[src/rtl/swd_engine_if.sv]
// Request, configuration, result and SWD wire signals of the SWD engine.
// The engine attaches to the slave modport; the host controller attaches to the master modport.
interface swd_engine_if #(
    parameter int unsigned DIV_W   = 8,
    parameter int unsigned IDLE_W  = 8,
    parameter int unsigned RETRY_W = 4
);
    logic [DIV_W-1:0]   clkdiv;
    logic               swdi;
    logic               swdo;
    logic               swwr;
    logic               swclk;
    logic [1:0]         turnaround;
    logic               dataphase;
    logic [IDLE_W-1:0]  idle_cycles;
    logic [RETRY_W-1:0] retries;
    logic               linereset;
    logic [1:0]         addr32;
    logic               rnw;
    logic               apndp;
    logic [31:0]        dwrite;
    logic               go;
    logic               busy;
    logic               done;
    logic [2:0]         ack;
    logic [31:0]        dread;
    logic               perr;
    logic [RETRY_W-1:0] retry_cnt;

    modport master (
        output clkdiv, swdi, turnaround, dataphase, idle_cycles, retries, linereset,
               addr32, rnw, apndp, dwrite, go,
        input  swdo, swwr, swclk, busy, done, ack, dread, perr, retry_cnt
    );

    modport slave (
        input  clkdiv, swdi, turnaround, dataphase, idle_cycles, retries, linereset,
               addr32, rnw, apndp, dwrite, go,
        output swdo, swwr, swclk, busy, done, ack, dread, perr, retry_cnt
    );
endinterface

[src/rtl/swd_engine.sv]
// SWD wire-protocol engine: header, turnaround, ack, data phases with WAIT retry and line reset.
// Each bit starts at a falling SWCLK tick (or at accept) and is sampled at the next rising tick.
module swd_engine #(
    parameter int unsigned DIV_W   = 8,
    parameter int unsigned IDLE_W  = 8,
    parameter int unsigned RETRY_W = 4
) (
    input logic         clk,
    input logic         rst_n,
    swd_engine_if.slave bus
);
    localparam int unsigned CntW = IDLE_W + 7;

    typedef enum logic [3:0] {
        StIdle, StLrst, StHdr, StTrn1, StAck, StTrn2, StData, StCool, StFin
    } state_e;

    state_e             state_q, state_d;
    logic [CntW-1:0]    bit_q, bit_d, cool_len_q, cool_len_d;
    logic               cool_retry_q, cool_retry_d, cool_idle_q, cool_idle_d;
    logic [DIV_W-1:0]   div_q, div_d;
    logic               swclk_q, swclk_d;
    logic [2:0]         ack_q, ack_d;
    logic [31:0]        dread_q, dread_d;
    logic               perr_q, perr_d;
    logic [32:0]        rsh_q, rsh_d;
    logic [RETRY_W-1:0] rcnt_q, rcnt_d;

    logic [DIV_W-1:0]   clkdiv_q;
    logic [1:0]         trn_q;
    logic               dataphase_q;
    logic [IDLE_W-1:0]  idle_q;
    logic [RETRY_W-1:0] retries_q;
    logic [1:0]         addr_q;
    logic               rnw_q, apndp_q;
    logic [31:0]        dwrite_q;

    logic               active, accept, tick, rise, fall, swdo, swwr;
    logic [CntW-1:0]    trn_len, last_bit;
    logic [7:0]         hdr;

    assign active  = (state_q != StIdle) && (state_q != StFin);
    assign accept  = bus.go && !active;
    assign tick    = active && (div_q == clkdiv_q);
    assign rise    = tick && !swclk_q;
    assign fall    = tick && swclk_q;
    assign trn_len = CntW'(trn_q) + CntW'(1);
    assign hdr     = {1'b1, 1'b0, ^{addr_q, rnw_q, apndp_q}, addr_q, rnw_q, apndp_q, 1'b1};

    always_comb begin
        last_bit = '0;
        case (state_q)
            StLrst:         last_bit = CntW'(57);
            StHdr:          last_bit = CntW'(7);
            StTrn1, StTrn2: last_bit = trn_len - CntW'(1);
            StAck:          last_bit = CntW'(2);
            StData:         last_bit = rnw_q ? CntW'(32) : CntW'(32) + CntW'(idle_q);
            StCool:         last_bit = cool_len_q - CntW'(1);
            default:        last_bit = '0;
        endcase
    end

    always_comb begin
        state_d      = state_q;
        bit_d        = bit_q;
        cool_len_d   = cool_len_q;
        cool_retry_d = cool_retry_q;
        cool_idle_d  = cool_idle_q;
        div_d        = div_q;
        swclk_d      = swclk_q;
        ack_d        = ack_q;
        dread_d      = dread_q;
        perr_d       = perr_q;
        rsh_d        = rsh_q;
        rcnt_d       = rcnt_q;

        if (active) begin
            div_d = tick ? '0 : div_q + DIV_W'(1);
            if (tick) swclk_d = !swclk_q;
        end
        // Serial captures fill LSB-first: after the last shift the first bit sits at index 0.
        if (rise && state_q == StAck) ack_d = {bus.swdi, ack_q[2:1]};
        if (rise && state_q == StData && rnw_q) rsh_d = {bus.swdi, rsh_q[32:1]};

        if (fall) begin
            if (bit_q != last_bit) begin
                bit_d = bit_q + CntW'(1);
            end else begin
                bit_d = '0;
                case (state_q)
                    StLrst: state_d = StFin;
                    StHdr:  state_d = StTrn1;
                    StTrn1: state_d = StAck;
                    StAck: begin
                        if (ack_q == 3'b001) begin
                            state_d = rnw_q ? StData : StTrn2;
                        end else begin
                            state_d      = StCool;
                            cool_len_d   = trn_len + CntW'(dataphase_q ? 33 : 0);
                            cool_idle_d  = 1'b0;
                            cool_retry_d = (ack_q == 3'b010) && (rcnt_q < retries_q);
                        end
                    end
                    StTrn2: state_d = StData;
                    StData: begin
                        if (rnw_q) begin
                            dread_d      = rsh_q[31:0];
                            perr_d       = ^rsh_q;
                            state_d      = StCool;
                            cool_len_d   = trn_len + CntW'(idle_q);
                            cool_idle_d  = 1'b1;
                            cool_retry_d = 1'b0;
                        end else begin
                            state_d = StFin;
                        end
                    end
                    StCool: begin
                        if (cool_retry_q) begin
                            state_d = StHdr;
                            if (rcnt_q != '1) rcnt_d = rcnt_q + RETRY_W'(1);
                        end else begin
                            state_d = StFin;
                        end
                    end
                    default: state_d = StIdle;
                endcase
            end
        end

        if (state_q == StFin) state_d = StIdle;
        if (accept) begin
            state_d = bus.linereset ? StLrst : StHdr;
            bit_d   = '0;
            div_d   = '0;
            swclk_d = 1'b0;
            rcnt_d  = '0;
        end
    end

    always_comb begin
        swdo = 1'b0;
        swwr = 1'b0;
        case (state_q)
            StLrst: begin
                swwr = 1'b1;
                swdo = bit_q < CntW'(56);
            end
            StHdr: begin
                swwr = 1'b1;
                swdo = hdr[bit_q[2:0]];
            end
            StData: begin
                if (!rnw_q) begin
                    swwr = 1'b1;
                    if (bit_q < CntW'(32)) swdo = dwrite_q[bit_q[4:0]];
                    else if (bit_q == CntW'(32)) swdo = ^dwrite_q;
                end
            end
            // Read trailer: turnaround released, then host-driven idle zeros.
            StCool:  swwr = cool_idle_q && (bit_q >= trn_len);
            default: ;
        endcase
    end

    always_ff @(posedge clk or negedge rst_n) begin
        if (!rst_n) begin
            state_q      <= StIdle;
            bit_q        <= '0;
            cool_len_q   <= '0;
            cool_retry_q <= 1'b0;
            cool_idle_q  <= 1'b0;
            div_q        <= '0;
            swclk_q      <= 1'b0;
            ack_q        <= '0;
            dread_q      <= '0;
            perr_q       <= 1'b0;
            rsh_q        <= '0;
            rcnt_q       <= '0;
        end else begin
            state_q      <= state_d;
            bit_q        <= bit_d;
            cool_len_q   <= cool_len_d;
            cool_retry_q <= cool_retry_d;
            cool_idle_q  <= cool_idle_d;
            div_q        <= div_d;
            swclk_q      <= swclk_d;
            ack_q        <= ack_d;
            dread_q      <= dread_d;
            perr_q       <= perr_d;
            rsh_q        <= rsh_d;
            rcnt_q       <= rcnt_d;
        end
    end

    always_ff @(posedge clk or negedge rst_n) begin
        if (!rst_n) begin
            clkdiv_q    <= '0;
            trn_q       <= '0;
            dataphase_q <= 1'b0;
            idle_q      <= '0;
            retries_q   <= '0;
            addr_q      <= '0;
            rnw_q       <= 1'b0;
            apndp_q     <= 1'b0;
            dwrite_q    <= '0;
        end else if (accept) begin
            clkdiv_q    <= bus.clkdiv;
            trn_q       <= bus.turnaround;
            dataphase_q <= bus.dataphase;
            idle_q      <= bus.idle_cycles;
            retries_q   <= bus.retries;
            addr_q      <= bus.addr32;
            rnw_q       <= bus.rnw;
            apndp_q     <= bus.apndp;
            dwrite_q    <= bus.dwrite;
        end
    end

    assign bus.swdo      = swdo;
    assign bus.swwr      = swwr;
    assign bus.swclk     = swclk_q;
    assign bus.busy      = active;
    assign bus.done      = (state_q == StFin);
    assign bus.ack       = ack_q;
    assign bus.dread     = dread_q;
    assign bus.perr      = perr_q;
    assign bus.retry_cnt = rcnt_q;
endmodule

[src/flat_wrapper.sv]
// flat-port wrapper written by rule: the top's interface ports become plain ports
module swd_engine_flat 
#(
    parameter int unsigned DIV_W   = 8,
    parameter int unsigned IDLE_W  = 8,
    parameter int unsigned RETRY_W = 4
)
  (clk, rst_n, bus_clkdiv, bus_swdi, bus_turnaround, bus_dataphase, bus_idle_cycles, bus_retries, bus_linereset, bus_addr32, bus_rnw, bus_apndp, bus_dwrite, bus_go, bus_swdo, bus_swwr, bus_swclk, bus_busy, bus_done, bus_ack, bus_dread, bus_perr, bus_retry_cnt);
  swd_engine_if #(.DIV_W(DIV_W), .IDLE_W(IDLE_W), .RETRY_W(RETRY_W)) bus_i ();
  input logic clk;
  input logic rst_n;
  input wire logic [$bits(bus_i.clkdiv)-1:0] bus_clkdiv;
  input wire logic [$bits(bus_i.swdi)-1:0] bus_swdi;
  input wire logic [$bits(bus_i.turnaround)-1:0] bus_turnaround;
  input wire logic [$bits(bus_i.dataphase)-1:0] bus_dataphase;
  input wire logic [$bits(bus_i.idle_cycles)-1:0] bus_idle_cycles;
  input wire logic [$bits(bus_i.retries)-1:0] bus_retries;
  input wire logic [$bits(bus_i.linereset)-1:0] bus_linereset;
  input wire logic [$bits(bus_i.addr32)-1:0] bus_addr32;
  input wire logic [$bits(bus_i.rnw)-1:0] bus_rnw;
  input wire logic [$bits(bus_i.apndp)-1:0] bus_apndp;
  input wire logic [$bits(bus_i.dwrite)-1:0] bus_dwrite;
  input wire logic [$bits(bus_i.go)-1:0] bus_go;
  output wire logic [$bits(bus_i.swdo)-1:0] bus_swdo;
  output wire logic [$bits(bus_i.swwr)-1:0] bus_swwr;
  output wire logic [$bits(bus_i.swclk)-1:0] bus_swclk;
  output wire logic [$bits(bus_i.busy)-1:0] bus_busy;
  output wire logic [$bits(bus_i.done)-1:0] bus_done;
  output wire logic [$bits(bus_i.ack)-1:0] bus_ack;
  output wire logic [$bits(bus_i.dread)-1:0] bus_dread;
  output wire logic [$bits(bus_i.perr)-1:0] bus_perr;
  output wire logic [$bits(bus_i.retry_cnt)-1:0] bus_retry_cnt;
  assign bus_i.clkdiv = bus_clkdiv;
  assign bus_i.swdi = bus_swdi;
  assign bus_i.turnaround = bus_turnaround;
  assign bus_i.dataphase = bus_dataphase;
  assign bus_i.idle_cycles = bus_idle_cycles;
  assign bus_i.retries = bus_retries;
  assign bus_i.linereset = bus_linereset;
  assign bus_i.addr32 = bus_addr32;
  assign bus_i.rnw = bus_rnw;
  assign bus_i.apndp = bus_apndp;
  assign bus_i.dwrite = bus_dwrite;
  assign bus_i.go = bus_go;
  assign bus_swdo = bus_i.swdo;
  assign bus_swwr = bus_i.swwr;
  assign bus_swclk = bus_i.swclk;
  assign bus_busy = bus_i.busy;
  assign bus_done = bus_i.done;
  assign bus_ack = bus_i.ack;
  assign bus_dread = bus_i.dread;
  assign bus_perr = bus_i.perr;
  assign bus_retry_cnt = bus_i.retry_cnt;
  swd_engine #(.DIV_W(DIV_W), .IDLE_W(IDLE_W), .RETRY_W(RETRY_W)) u_core (.clk(clk), .rst_n(rst_n), .bus(bus_i));
endmodule
[config.mk]
export PLATFORM = sky130hd
export DESIGN_NAME = swd_engine_flat
export DESIGN_NICKNAME = d
export VERILOG_FILES = /design/src/rtl/swd_engine_if.sv /design/src/rtl/swd_engine.sv /design/src/flat_wrapper.sv
export SDC_FILE = /design/constraint.sdc
export NUM_CORES = 1
export LEC_CHECK = 0
export ABC_CLOCK_PERIOD_IN_PS = 5000
export BUFFER_PORTS_ARGS = -buffer_cell sky130_fd_sc_hd__buf_2
export CORE_MARGIN = 2
export CORE_UTILIZATION = 40
export CTS_BUF_LIST = sky130_fd_sc_hd__clkbuf_8
export CTS_CLUSTER_DIAMETER = 60
export DETAILED_ROUTE_END_ITERATION = 8
export PLACE_DENSITY_LB_ADDON = 0.08
export SYNTH_ARGS = -nofsm -noshare
export SYNTH_HDL_FRONTEND = slang
export SYNTH_SLANG_ARGS = --single-unit
[constraint.sdc]
create_clock -name clk -period 5 [get_ports clk]
set_clock_uncertainty 0.15 [all_clocks]
set_input_delay 0.5 -clock clk [delete_from_list [all_inputs] [get_ports clk]]
set_output_delay 0.5 -clock clk [all_outputs]
set_load 0.01 [all_outputs]
==> qor.csv <==
metric;value;unit
outcome;completed;
rsz0062_at_grt;false;
critical_path_arrival;4580;ps
final_common_cell;nand2_1;
gp_congestion;0.835;
vdd_drop_max;0.203;mV
syn_area;0.00948;mm^2
start_kind;register;
highest-signal-layer;met4;
vias_per_cell;5.08;
ys_warn_count;0;
grt_max_degree;95;
relSlewSlack;0.241;
wire_per_inst;16.4;um
cts_buffer_depth;2;
hold_violations;0;
synth_edf_count;0;
fin_cells;1383;
routed-wl-met3;726;um
wl_met2;10500;um
fillers;2317;
synthFlopType;dfrtp_1;
antenna_found_initial;0;
cp_cell_sequence;and4b_1 -> a21oi_1 -> ha_1 -> nor2b_1 -> maj3_1 -> a22o_1 -> o21ai_0 -> o2111a_1 -> nand4_2 -> nor2_4 -> buf_4 -> mux2_2;
layout-drive-gt1-share;0.242;
synth_cell_type_count;70;
maxSlewViolCount;0;
rrSetupSlack;620;ps
clk-insertion-delay-late;470;ps
cap_violations;0;
numCtsBuffers;17;
hold_path.class;in -> reg;
path_class;reg -> reg;
routed_wl;22700;um
power.static_leakage;5.20;nW
drt_iter0_drc;390;
cts_setup_buffers;0;
ys_seq_area_frac;0.452;
fin_setup_tns;0;ps
n_antenna_cell;0;
first_global_vias;6892;
avgSynthCellArea;9.85;um^2
dp_hpwl;16200;um
design.die.area;0.0249;mm^2
row_count;56;
end_kind;register;
min_period;4380;ps
cts_root_buffer;clkbuf_8;
multiInputGateArea;0.00487;mm^2
synth_nets;1045;
p_per_area;393;mW/mm^2
worst_pin_slew;1130;ps
drc;0;
die_h;158;um
max_stage_delay;710;ps
holdBufCountCts;1;
syn_inst;962;
cts_tree;done;
clkTransAtPathRegs;120;ps
initial_core_util;0.406;
die_w;158;um
cts_resized;0;
clock_sinks;171;
yosys_register_bits;171;
path_max_fanout;33;
mostFrequentLayoutCells;nand2_1, dfrtp_1, buf_2;
pin_count;109;
async_flop_share;1.00;
fp.coreArea;0.0233;mm^2
io_buffers;108;
htreeDepth;4;
cp_slowest_cell;dfrtp_1;
regArea;0.00428;mm^2
place_inst;1350;
setup_viol;0;
final_nets;1134;
fmax;228;MHz
fin_crit_sh;0.876;
via_count;7030;
cp.required;5200;ps
firstDrtPassIters;4;
gr-total-overflow;0;
area_delta_synth_final;13.3;%
antenna_left;0;
track_usage;0.191;
grt_pass1_wl;37100;um
wl_met1;11200;um
[power breakdown]
group / internal [W] / leakage, nW / total (W) / switching (W)
clock: 0.000400 / 0.218 / 0.00105 / 0.000652
combinational: 0.000642 / 2.68 / 0.00153 / 0.000888
sequential: 0.00146 / 2.31 / 0.00164 / 0.000181
total: 0.00250 / 5.20 / 0.00422 / 0.00172
[cell usage after synthesis (all sizes together) (4+ instances only)]
library cell | n | area share
a21oi | 19 | 0.010
a31oi | 12 | 0.0079
and2 | 4 | 0.0026
and3 | 12 | 0.0079
buf | 23 | 0.014
clkbuf | 30 | 0.012
dfrtp | 171 | 0.45
ha | 17 | 0.022
inv | 22 | 0.0087
mux2 | 80 | 0.095
mux2i | 17 | 0.018
mux4 | 10 | 0.024
nand2 | 223 | 0.088
nand2b | 13 | 0.0086
nand3 | 37 | 0.020
nand4 | 9 | 0.0066
nor2 | 31 | 0.013
nor2b | 8 | 0.0053
nor3 | 14 | 0.0074
nor3b | 6 | 0.0048
nor4 | 4 | 0.0040
o211ai | 8 | 0.0063
o21ai | 42 | 0.022
or3 | 6 | 0.0040
or4 | 4 | 0.0032
xnor2 | 73 | 0.067
xor2 | 16 | 0.015
[state kept, by name (all words and copies together), names as in the netlist, 4 cells and up]
signal,cells
u_core.state_q,4
u_core.idle_q,8
u_core.retries_q,4
u_core.bus.retry_cnt,4
u_core.rsh_q,33
u_core.clkdiv_q,8
u_core.div_q,8
u_core.dwrite_q,32
u_core.bus.dread,32
u_core.bit_q,15
u_core.cool_len_q,9
[worst max-delay path: cells and delay by family, from the launching register on]
kind / cells / cell delay, ps
fa+ha+maj: 2 / 640
buf+inv: 1 / 420
simple gates: 4 / 1200
compound gates: 4 / 740
mux: 1 / 390
flops: 1 / 710
[per-layer routing]
layer | vias up | GRT usage
met2 | 114 | 0.295
met1 | 3403 | 0.278
met4 | 0 | 0.0455
met5 | - | 0
met3 | 20 | 0.0359
li1 | 3493 | -
[per-stage QoR]
stage	setup slack, ps	hold WS [ps]	utilization	cell area, um^2	power (W)
global placement	717	315	0.441	10300	0.00319
detailed placement	648	325	0.441	10300	0.00320
global route	169	32.8	0.460	10700	0.00452
finish	622	49.9	0.460	10700	0.00422
CTS	646	23.1	0.460	10700	0.00428
floorplan	1410	54.4	-	9480	0.00277
[path summary, 6_finish.rpt]
path / startpoint / end / depth (start not counted)
setup / recovery: u_core.state_q[1] / u_core.bus.dread[9] / 12
hold / removal: bus_dwrite[22] / u_core.dwrite_q[22] / 3
setup reg to reg: u_core.state_q[1] / u_core.bus.dread[9] / 12
hold reg to reg: u_core.retries_q[0] / u_core.retries_q[0] / 2
max in group asynchronous: rst_n / u_core.retries_q[2] / 3
min in group asynchronous: rst_n / u_core.apndp_q / 2
[cells by family (layout without fill, tap and decap cells)]
kind of cell    count (synthesis)  after routing  share of synthesized area
compound gates                116            116                     0.0783
mux                           107            107                      0.137
fa+ha+maj                      21             21                     0.0288
simple gates                  383            383                      0.187
flops                         171            171                      0.452
buf+inv                        75            177                     0.0349
xor+xnor                       89             89                     0.0823
[area by class of cell]
cell class	count	share of cell area
multi-input combinational	716	0.454
clock buffer	17	0.0218
clock inverter	15	0.0197
timing repair buffer	123	0.0616
tap	319	0.0372
sequential	171	0.399
inverter	22	0.00769
Note: power is estimated with default switching activity, not from simulation.
